$ cat src/rtl/div_unit.sv
// div_unit: 32-bit iterative restoring divider for DIV / DIVU.
//
// A start pulse in IDLE latches operand magnitudes and sign-correction flags.
// RUN then performs one shift/subtract step per cycle for exactly 32 cycles.
// The sign-corrected results are written to q/r on the edge that enters DONE.
// DONE lasts one cycle (over pulse), after which the block returns to IDLE.
//
// Ports:
//   clk_in     in   1   rising-edge clock
//   reset      in   1   asynchronous active-high reset
//   start      in   1   request; accepted only in IDLE
//   is_signed  in   1   1 = DIV (two's complement), 0 = DIVU
//   dividend   in  32   rs operand
//   divisor    in  32   rt operand
//   q          out 32   quotient (LO); held until the next completion
//   r          out 32   remainder (HI); held until the next completion
//   busy       out  1   high while RUN
//   over       out  1   one-cycle completion pulse (DONE)
//
// state | meaning
// IDLE  | waiting for start; q/r hold the last result
// RUN   | 32 restoring shift/subtract steps, one per cycle
// DONE  | results valid, over pulse for one cycle

module div_unit (
  input  logic        clk_in,
  input  logic        reset,
  input  logic        start,
  input  logic        is_signed,
  input  logic [31:0] dividend,
  input  logic [31:0] divisor,
  output logic [31:0] q,
  output logic [31:0] r,
  output logic        busy,
  output logic        over
);

  typedef enum logic [1:0] {IDLE, RUN, DONE} state_t;

  state_t      state_q, state_d;
  logic [4:0]  cnt_q, cnt_d;
  logic [31:0] quo_q, quo_d;   // dividend bits shift out the top, quotient bits in at the bottom
  logic [31:0] den_q, den_d;
  logic [31:0] rem_q, rem_d;
  logic        negq_q, negq_d;
  logic        negr_q, negr_d;
  logic [31:0] q_q, q_d;
  logic [31:0] r_q, r_d;

  logic [31:0] dvd_abs, dvs_abs;
  logic [32:0] shifted;
  logic        fits;
  logic [31:0] rem_step, quo_step;
  logic [31:0] q_res, r_res;

  // Magnitudes; negating 0x80000000 wraps back to 0x80000000, which is the
  // correct unsigned magnitude.
  assign dvd_abs = (is_signed && dividend[31]) ? (~dividend + 32'd1) : dividend;
  assign dvs_abs = (is_signed && divisor[31])  ? (~divisor + 32'd1)  : divisor;

  // Trial subtract needs 33 bits: the shifted partial remainder can exceed
  // 2^32-1 when the divisor is above 2^31. When it fits, the true difference
  // is below the divisor, so the 32-bit wrapped difference is exact.
  assign shifted  = {rem_q, quo_q[31]};
  assign fits     = (shifted >= {1'b0, den_q});
  assign rem_step = fits ? (shifted[31:0] - den_q) : shifted[31:0];
  assign quo_step = {quo_q[30:0], fits};

  // Divide by zero: the raw algorithm leaves |dividend| in the remainder, so
  // the sign-corrected remainder is already the original dividend; only the
  // quotient needs forcing to all ones.
  assign q_res = (den_q == 32'd0) ? 32'hFFFF_FFFF
               : (negq_q ? (~quo_step + 32'd1) : quo_step);
  assign r_res = negr_q ? (~rem_step + 32'd1) : rem_step;

  always_comb begin
    state_d = state_q;
    cnt_d   = cnt_q;
    quo_d   = quo_q;
    den_d   = den_q;
    rem_d   = rem_q;
    negq_d  = negq_q;
    negr_d  = negr_q;
    q_d     = q_q;
    r_d     = r_q;
    case (state_q)
      IDLE: begin
        if (start) begin
          state_d = RUN;
          cnt_d   = 5'd0;
          quo_d   = dvd_abs;
          den_d   = dvs_abs;
          rem_d   = 32'd0;
          negq_d  = is_signed & (dividend[31] ^ divisor[31]);
          negr_d  = is_signed & dividend[31];
        end
      end
      RUN: begin
        quo_d = quo_step;
        rem_d = rem_step;
        cnt_d = cnt_q + 5'd1;
        if (cnt_q == 5'd31) begin
          state_d = DONE;
          q_d     = q_res;
          r_d     = r_res;
        end
      end
      DONE:    state_d = IDLE;
      default: state_d = IDLE;
    endcase
  end

  always_ff @(posedge clk_in or posedge reset) begin
    if (reset) begin
      state_q <= IDLE;
      cnt_q   <= 5'd0;
      quo_q   <= 32'd0;
      den_q   <= 32'd0;
      rem_q   <= 32'd0;
      negq_q  <= 1'b0;
      negr_q  <= 1'b0;
      q_q     <= 32'd0;
      r_q     <= 32'd0;
    end else begin
      state_q <= state_d;
      cnt_q   <= cnt_d;
      quo_q   <= quo_d;
      den_q   <= den_d;
      rem_q   <= rem_d;
      negq_q  <= negq_d;
      negr_q  <= negr_d;
      q_q     <= q_d;
      r_q     <= r_d;
    end
  end

  assign q    = q_q;
  assign r    = r_q;
  assign busy = (state_q == RUN);
  assign over = (state_q == DONE);

endmodule
$ cat config.mk
export PLATFORM = sky130hd
export DESIGN_NAME = div_unit
export DESIGN_NICKNAME = d
export VERILOG_FILES = /design/src/rtl/div_unit.sv
export SDC_FILE = /design/constraint.sdc
export NUM_CORES = 1
export LEC_CHECK = 0
export BUFFER_PORTS_ARGS = -buffer_cell sky130_fd_sc_hd__buf_2
export CORE_AREA = 2 2 152 228
export CTS_CLUSTER_SIZE = 8
export DETAILED_ROUTE_END_ITERATION = 8
export DIE_AREA = 0 0 154 230
export HOLD_SLACK_MARGIN = 0.15
export PLACE_DENSITY = 0.64
export SYNTH_ARGS = -nofsm -noshare
export SYNTH_HDL_FRONTEND = slang
export SYNTH_SLANG_ARGS = --single-unit
$ cat constraint.sdc
create_clock -name clk_in -period 12.4 [get_ports clk_in]
set_clock_uncertainty 0.1 [all_clocks]
set_input_delay 0.62 -clock clk_in [delete_from_list [all_inputs] [get_ports clk_in]]
set_output_delay 0.62 -clock clk_in [all_outputs]
set_load 0.01 [all_outputs]
==> results of run 1 <==
## cell families after synthesis
kind of cell | count (synthesis)
AO/OA/AOI/OAI | 479
flip-flops | 169
buffers and inverters | 138
multiplexers | 12
AND/OR/NAND/NOR | 494
XOR/XNOR | 131
adder cells (fa/ha/maj) | 39
## state kept, by name (all words and copies together) (netlist names)
register  flops
rem_q        32
cnt_q         5
negq_q        1
den_q        32
state_q       2
q            32
negr_q        1
quo_q        32
r            32
## area by class of cell
| cell class | count | area [um^2] | area share [%] |
|---|---|---|---|
| multi-input combinational | 1155 | 7130 | 52.9 |
| clock inverter | 12 | 159 | 1.18 |
| clock buffer | 20 | 467 | 3.46 |
| sequential | 169 | 4230 | 31.4 |
| tap | 420 | 526 | 3.90 |
| timing repair buffer | 143 | 741 | 5.50 |
| inverter | 57 | 221 | 1.64 |
## worst max-delay path by stage
stage                                startpoint              endpoint  slack [ns]  cells past startpoint
after floorplan                           reset  cnt_q[0]$_DFFE_PP0P_        7.10                      1
after global placement    rem_q[21]$_DFFE_PP0P_     r[30]$_DFFE_PP0P_        7.44                     16
after detailed placement  rem_q[21]$_DFFE_PP0P_     r[30]$_DFFE_PP0P_        7.28                     17
after CTS                 rem_q[21]$_DFFE_PP0P_     r[30]$_DFFE_PP0P_        7.24                     17
after global routing      rem_q[25]$_DFFE_PP0P_     r[30]$_DFFE_PP0P_        6.86                     17
final                     rem_q[21]$_DFFE_PP0P_     r[30]$_DFFE_PP0P_        7.16                     17
## per-layer routing
metal | track usage [%] | vias up | routed length [um]
met5 | 0 | - | 0
li1 | - | 5416 | -
met1 | 24.9 | 5381 | 15300
met3 | 3.15 | 90 | 1720
met4 | 12.3 | 0 | 2040
met2 | 42.7 | 343 | 21300
## cells in the final DEF (no fill, tap or decap), types with 28 or more instances in the layout
cell type	count
o21ai_0	192
nand2_1	170
dfrtp_1	169
buf_2	133
a21oi_1	108
nor2_1	107
xor2_1	67
xnor2_1	64
nand3_1	52
inv_1	52
ha_1	38
a22oi_1	32
o31ai_1	28
## worst register-to-register path, stage by stage (launching register included)
cell,delay [ns]
dfrtp_1,0.45
ha_1,0.52
a21oi_1,0.19
o21ai_0,0.42
a211oi_1,0.12
o31ai_2,0.40
a21o_2,0.19
buf_4,0.54
nand2_1,0.15
o21ai_0,0.15
ha_1,0.29
nor4bb_1,0.36
nand4_1,0.19
a21bo_2,0.30
nand4b_1,0.20
o31ai_1,0.33
xnor2_1,0.15
o21ai_1,0.07
## through the flow
step / setup WS, ns / hold slack (ns)
3_5_place_dp: 7.28 / 0.367
5_1_grt: 6.86 / 0.327
6_report: 7.16 / 0.233
3_3_place_gp: 7.44 / 0.361
4_1_cts: 7.24 / 0.282
2_1_floorplan: 7.10 / 0.349
==> flow_metrics.py, run 1 <==
metrics = {
    "status": {
        "status": "finished clean",
    },
    "cells_and_area": {
        "fillCellCount": 3404,
        "instances_no_fill": 1976,
        "area_growth_pct": 13.1,
        "n_antenna_cell": 0,
        "post-route-util_pct": 40.4,
        "drive_gt1_share_pct": 13.6,
        "fin_area_um2": 13500,
        "fin_nets": 1650,
    },
    "global_routing": {
        "grt_pass1_vias": 11070,
        "grt_max_degree": 90,
        "track_usage_pct": 22.9,
        "grt_overflow": 0,
        "antenna_found_initial": 0,
        "grt_pass1_wl_um": 62900,
    },
    "critical_path": {
        "critPathMaxFanout": 53,
        "cp.required_ns": 12.62,
        "critPathArrivalTime_ns": 5.47,
        "worstSetupEndpointType": "flip-flop",
        "r2r_end": "r[30]$_DFFE_PP0P_",
        "cp-start-kind": "flip-flop",
        "critPathSlowestCell": "buf_4",
        "crit_family": "compound AO/OA/AOI/OAI gates",
        "rr_startpoint": "rem_q[21]$_DFFE_PP0P_",
        "path_buf_inv": 1,
        "max_stage_delay_ns": 0.54,
        "worstPathCellList": "ha_1 -> a21oi_1 -> o21ai_0 -> a211oi_1 -> o31ai_2 -> a21o_2 -> buf_4 -> nand2_1 -> o21ai_0 -> ha_1 -> nor4bb_1 -> nand4_1 -> a21bo_2 -> nand4b_1 -> o31ai_1 -> xnor2_1 -> o21ai_1",
        "r2r_cells": 17,
        "crit_type": "reg2reg",
        "rrSetupSlack_ns": 7.16,
    },
    "detailed_routing": {
        "drcViolationCount": 0,
        "firstDrtPassIters": 5,
        "avgViaCountPerCell": 5.68,
        "vias": 11230,
        "ant_nets": 0,
        "drtIter0Drc": 711,
        "wl_um": 40300,
        "post_drt_wl_per_cell_um": 20.4,
    },
    "logic_synthesis": {
        "synth_top_family_by_area": "compound AO/OA/AOI/OAI gates",
        "synthArstFlopShare_pct": 100,
        "ys_warn_count": 0,
        "ys_types": 87,
        "synth_mux_area_share_pct": 1.02,
        "synth_edf_count": 0,
        "synth_fp_nets": 1569,
        "yosysSeqAreaShare_pct": 35.5,
        "avgSynthCellArea_um2": 8.15,
        "synth_top_cell_area_share_pct": 35.5,
        "synth_xor_area_share_pct": 9.63,
        "synthCells": 1462,
        "synthAdderAreaFrac_pct": 4.16,
        "yosysMostFrequentCell": "o21ai_0",
        "yosysTopAreaCell": "dfrtp_1",
        "synth-simple-area-share_pct": 19.9,
        "synthTopCellsByCount": "o21ai_0 (192), nand2_1 (172), dfrtp_1 (169), nor2_1 (109), a21oi_1 (108)",
        "yosys-top-cells-area": "dfrtp_1 (36%), o21ai_0 (8.1%), nand2_1 (5.4%)",
        "syn_area_um2": 11900,
        "ys_seq_elements": 169,
        "synth_compound_area_share_pct": 25.0,
        "ys.flop_type": "dfrtp_1",
    },
    "placement": {
        "dp_hpwl_um": 30800,
        "portBuffers": 133,
        "dpl-instance-area_um2": 12800,
        "dp.cells": 1944,
        "finalWeightedCongestion": 0.929,
    },
    "clock_tree": {
        "path_clk_slew_ns": 0.07,
        "clockBufferDepth": 2,
        "cts_hold_buf": 0,
        "cts_sinks": 169,
        "post_cts_buffers": 0,
        "clk_latency_ns": 0.46,
        "post_cts_resized": 0,
        "htreeDepth": 4,
        "cts_tree": "built",
        "cts_buffers": 17,
        "root_buffer": "clkbuf_16",
    },
    "timing": {
        "maxClockFrequency_mhz": 191,
        "drv_slew": 0,
        "setup-violations-final": 0,
        "tightest_slew_ns": 1.05,
        "slew_headroom_pct": 29.7,
        "setup_tns_ns": 0,
        "timing.final.crit_share_pct": 42.3,
        "min_period_ns": 5.24,
        "rsz0062_at_grt": "false",
        "final_hold_viol_count": 0,
    },
    "job": {
        "max_cap_viol_count": 0,
    },
    "floorplanning": {
        "core_um2": 33300,
        "rows": 82,
        "die_h_um": 230,
        "io_pins": 134,
        "initial_utilization_pct": 35.7,
        "die-area_um2": 35400,
        "die_w_um": 154,
    },
    "min_path": {
        "hold_class": "in2async",
    },
}
Power of run 1 is left out: the tool's default activity adds up to more than one toggle a clock period on the data nets, which glitch-free logic cannot reach.
==> run 2: changes to the inputs <==
==> constraint.sdc (replaced) <==
create_clock -name clk_in -period 5.26 [get_ports clk_in]
set_clock_uncertainty 0.1 [all_clocks]
set_input_delay 0.263 -clock clk_in [delete_from_list [all_inputs] [get_ports clk_in]]
set_output_delay 0.263 -clock clk_in [all_outputs]
set_load 0.01 [all_outputs]
==> run 2 against run 1 <==
Effect of this change:
- global-route usage up 1.3 points
- die area unchanged
- wire length up 5.5%
- register-to-register slack worse by 6.6 ns
- hold slack worse by 0.023 ns
- critical endpoint unchanged
==> flow_metrics.py, run 2 (synthesized netlist as in run 1, its figures left out) <==
metrics = {
    "placement": {
        "dp_hpwl_um": 31900,
        "dpl-instance-area_um2": 12900,
        "finalWeightedCongestion": 0.961,
        "portBuffers": 133,
    },
    "critical_path": {
        "critPathMaxFanout": 11,
        "r2r_cells": 17,
        "crit_type": "reg2reg",
        "r2r_end": "r[30]$_DFFE_PP0P_",
        "rrSetupSlack_ns": 0.56,
        "max_stage_delay_ns": 0.58,
        "path_buf_inv": 1,
        "rr_startpoint": "rem_q[6]$_DFFE_PP0P_",
        "critPathSlowestCell": "ha_1",
        "worstSetupEndpointType": "flip-flop",
        "cp-start-kind": "flip-flop",
        "critPathArrivalTime_ns": 4.93,
        "cp.required_ns": 5.49,
        "crit_family": "compound AO/OA/AOI/OAI gates",
        "worstPathCellList": "ha_1 -> nand2_1 -> o21ai_0 -> nand2b_1 -> nand3_1 -> a21o_2 -> inv_4 -> mux2i_1 -> ha_1 -> nand2_1 -> nor4_1 -> nand3_1 -> a21bo_2 -> nand4b_1 -> o31ai_1 -> xnor2_1 -> o21ai_1",
    },
    "clock_tree": {
        "post_cts_buffers": 0,
        "path_clk_slew_ns": 0.08,
        "clk_latency_ns": 0.47,
        "post_cts_resized": 0,
        "cts_buffers": 17,
        "cts_tree": "built",
        "cts_hold_buf": 72,
        "cts_sinks": 169,
        "clockBufferDepth": 2,
        "htreeDepth": 4,
        "root_buffer": "clkbuf_16",
    },
    "timing": {
        "timing.final.crit_share_pct": 89.4,
        "setup_tns_ns": 0,
        "rsz0062_at_grt": "false",
        "min_period_ns": 4.70,
        "slew_headroom_pct": 23.2,
        "final_hold_viol_count": 0,
        "tightest_slew_ns": 1.12,
        "drv_slew": 0,
        "hold_ws_ns": 0.210,
        "maxClockFrequency_mhz": 213,
        "setup-violations-final": 0,
    },
    "floorplanning": {
        "core_um2": 33300,
        "rows": 82,
        "die-area_um2": 35400,
        "die_w_um": 154,
        "initial_utilization_pct": 35.7,
        "io_pins": 134,
        "die_h_um": 230,
    },
    "status": {
        "status": "finished clean",
    },
    "detailed_routing": {
        "ant_nets": 0,
        "drcViolationCount": 0,
        "drtIter0Drc": 707,
        "vias": 11720,
        "wl_um": 42500,
        "avgViaCountPerCell": 5.71,
        "post_drt_wl_per_cell_um": 20.7,
        "firstDrtPassIters": 5,
    },
    "global_routing": {
        "track_usage_pct": 24.2,
        "grt_pass1_vias": 11744,
        "grt_overflow": 0,
        "grt_pass1_wl_um": 66200,
        "grt_max_degree": 132,
        "antenna_found_initial": 0,
    },
    "cells_and_area": {
        "fin_nets": 1728,
        "final_common_cell": "o21ai_0",
        "drive_gt1_share_pct": 13.3,
        "n_antenna_cell": 0,
        "area_growth_pct": 19.3,
        "layout_common_cells": "o21ai_0 (192), nand2_1 (170), dfrtp_1 (169)",
        "fin_area_um2": 14200,
    },
    "min_path": {
        "worstHoldPathCells": 4,
        "min_from": "dividend[1]",
        "hold_class": "in2reg",
        "holdPathEnd": "quo_q[1]$_DFFE_PP0P_",
    },
    "job": {
        "max_cap_viol_count": 0,
    },
}
==> run 2: cell count changes in the layout (fill, tap and decap cells not counted), sizes merged <==
cell         before  now
clkinvlp          1    2
dlygate4sd3       0   72
clkbuf           20   17
bufinv            3    0
buf             143  149
inv              59   63
clkinv            6    7
==> run 2: area by class of cell <==
type / instances / area, um^2
Timing Repair Buffer: 221 / 1530
Inverter: 57 / 221
Tap cell: 420 / 526
Multi-Input combinational cell: 1155 / 7130
Fill cell: 3294 / 19100
Clock inverter: 15 / 153
Sequential cell: 169 / 4230
Clock buffer: 17 / 425
==> run 2: routing by layer <==
| layer | vias to the layer above | global-route usage, % | share of wire, % |
|---|---|---|---|
| met5 | - | 0 | 0 |
| met4 | 0 | 15.1 | 6.2 |
| met3 | 121 | 3.07 | 4.3 |
| met2 | 407 | 44.0 | 52 |
| met1 | 5601 | 26.5 | 38 |
| li1 | 5591 | - | - |
==> run 2: worst reg2reg max path, stage by stage, from the launching register on <==
cell	delay, ns
dfrtp_1	0.54
ha_1	0.58
nand2_1	0.11
o21ai_0	0.52
nand2b_1	0.19
nand3_1	0.20
a21o_2	0.25
inv_4	0.05
mux2i_1	0.23
ha_1	0.30
nand2_1	0.08
nor4_1	0.28
nand3_1	0.15
a21bo_2	0.24
nand4b_1	0.21
o31ai_1	0.32
xnor2_1	0.15
o21ai_1	0.08
==> run 2: worst max path at each step <==
stage                     startpoint                    to  slack (ns)  cells after the start
6_report        rem_q[6]$_DFFE_PP0P_     r[30]$_DFFE_PP0P_        0.56                     17
5_1_grt         rem_q[6]$_DFFE_PP0P_     r[30]$_DFFE_PP0P_        0.07                     17
4_1_cts         rem_q[5]$_DFFE_PP0P_     r[30]$_DFFE_PP0P_        0.61                     16
3_5_place_dp    rem_q[5]$_DFFE_PP0P_     r[30]$_DFFE_PP0P_        0.63                     16
3_3_place_gp   den_q[24]$_DFFE_PP0P_     q[26]$_DFFE_PP0P_        0.68                     17
2_1_floorplan                  reset  cnt_q[0]$_DFFE_PP0P_        0.32                      1
==> run 2: metrics by stage <==
stage / util (%) / setup WS [ns] / cells
3_3_place_gp: 38.7 / 0.680 / 1950
5_1_grt: 42.6 / 0.0737 / 2054
3_5_place_dp: 38.7 / 0.633 / 1950
6_report: 42.6 / 0.557 / 2054
2_1_floorplan: - / 0.322 / 1462
4_1_cts: 42.6 / 0.606 / 2054
Power of run 2 is left out for the same reason.
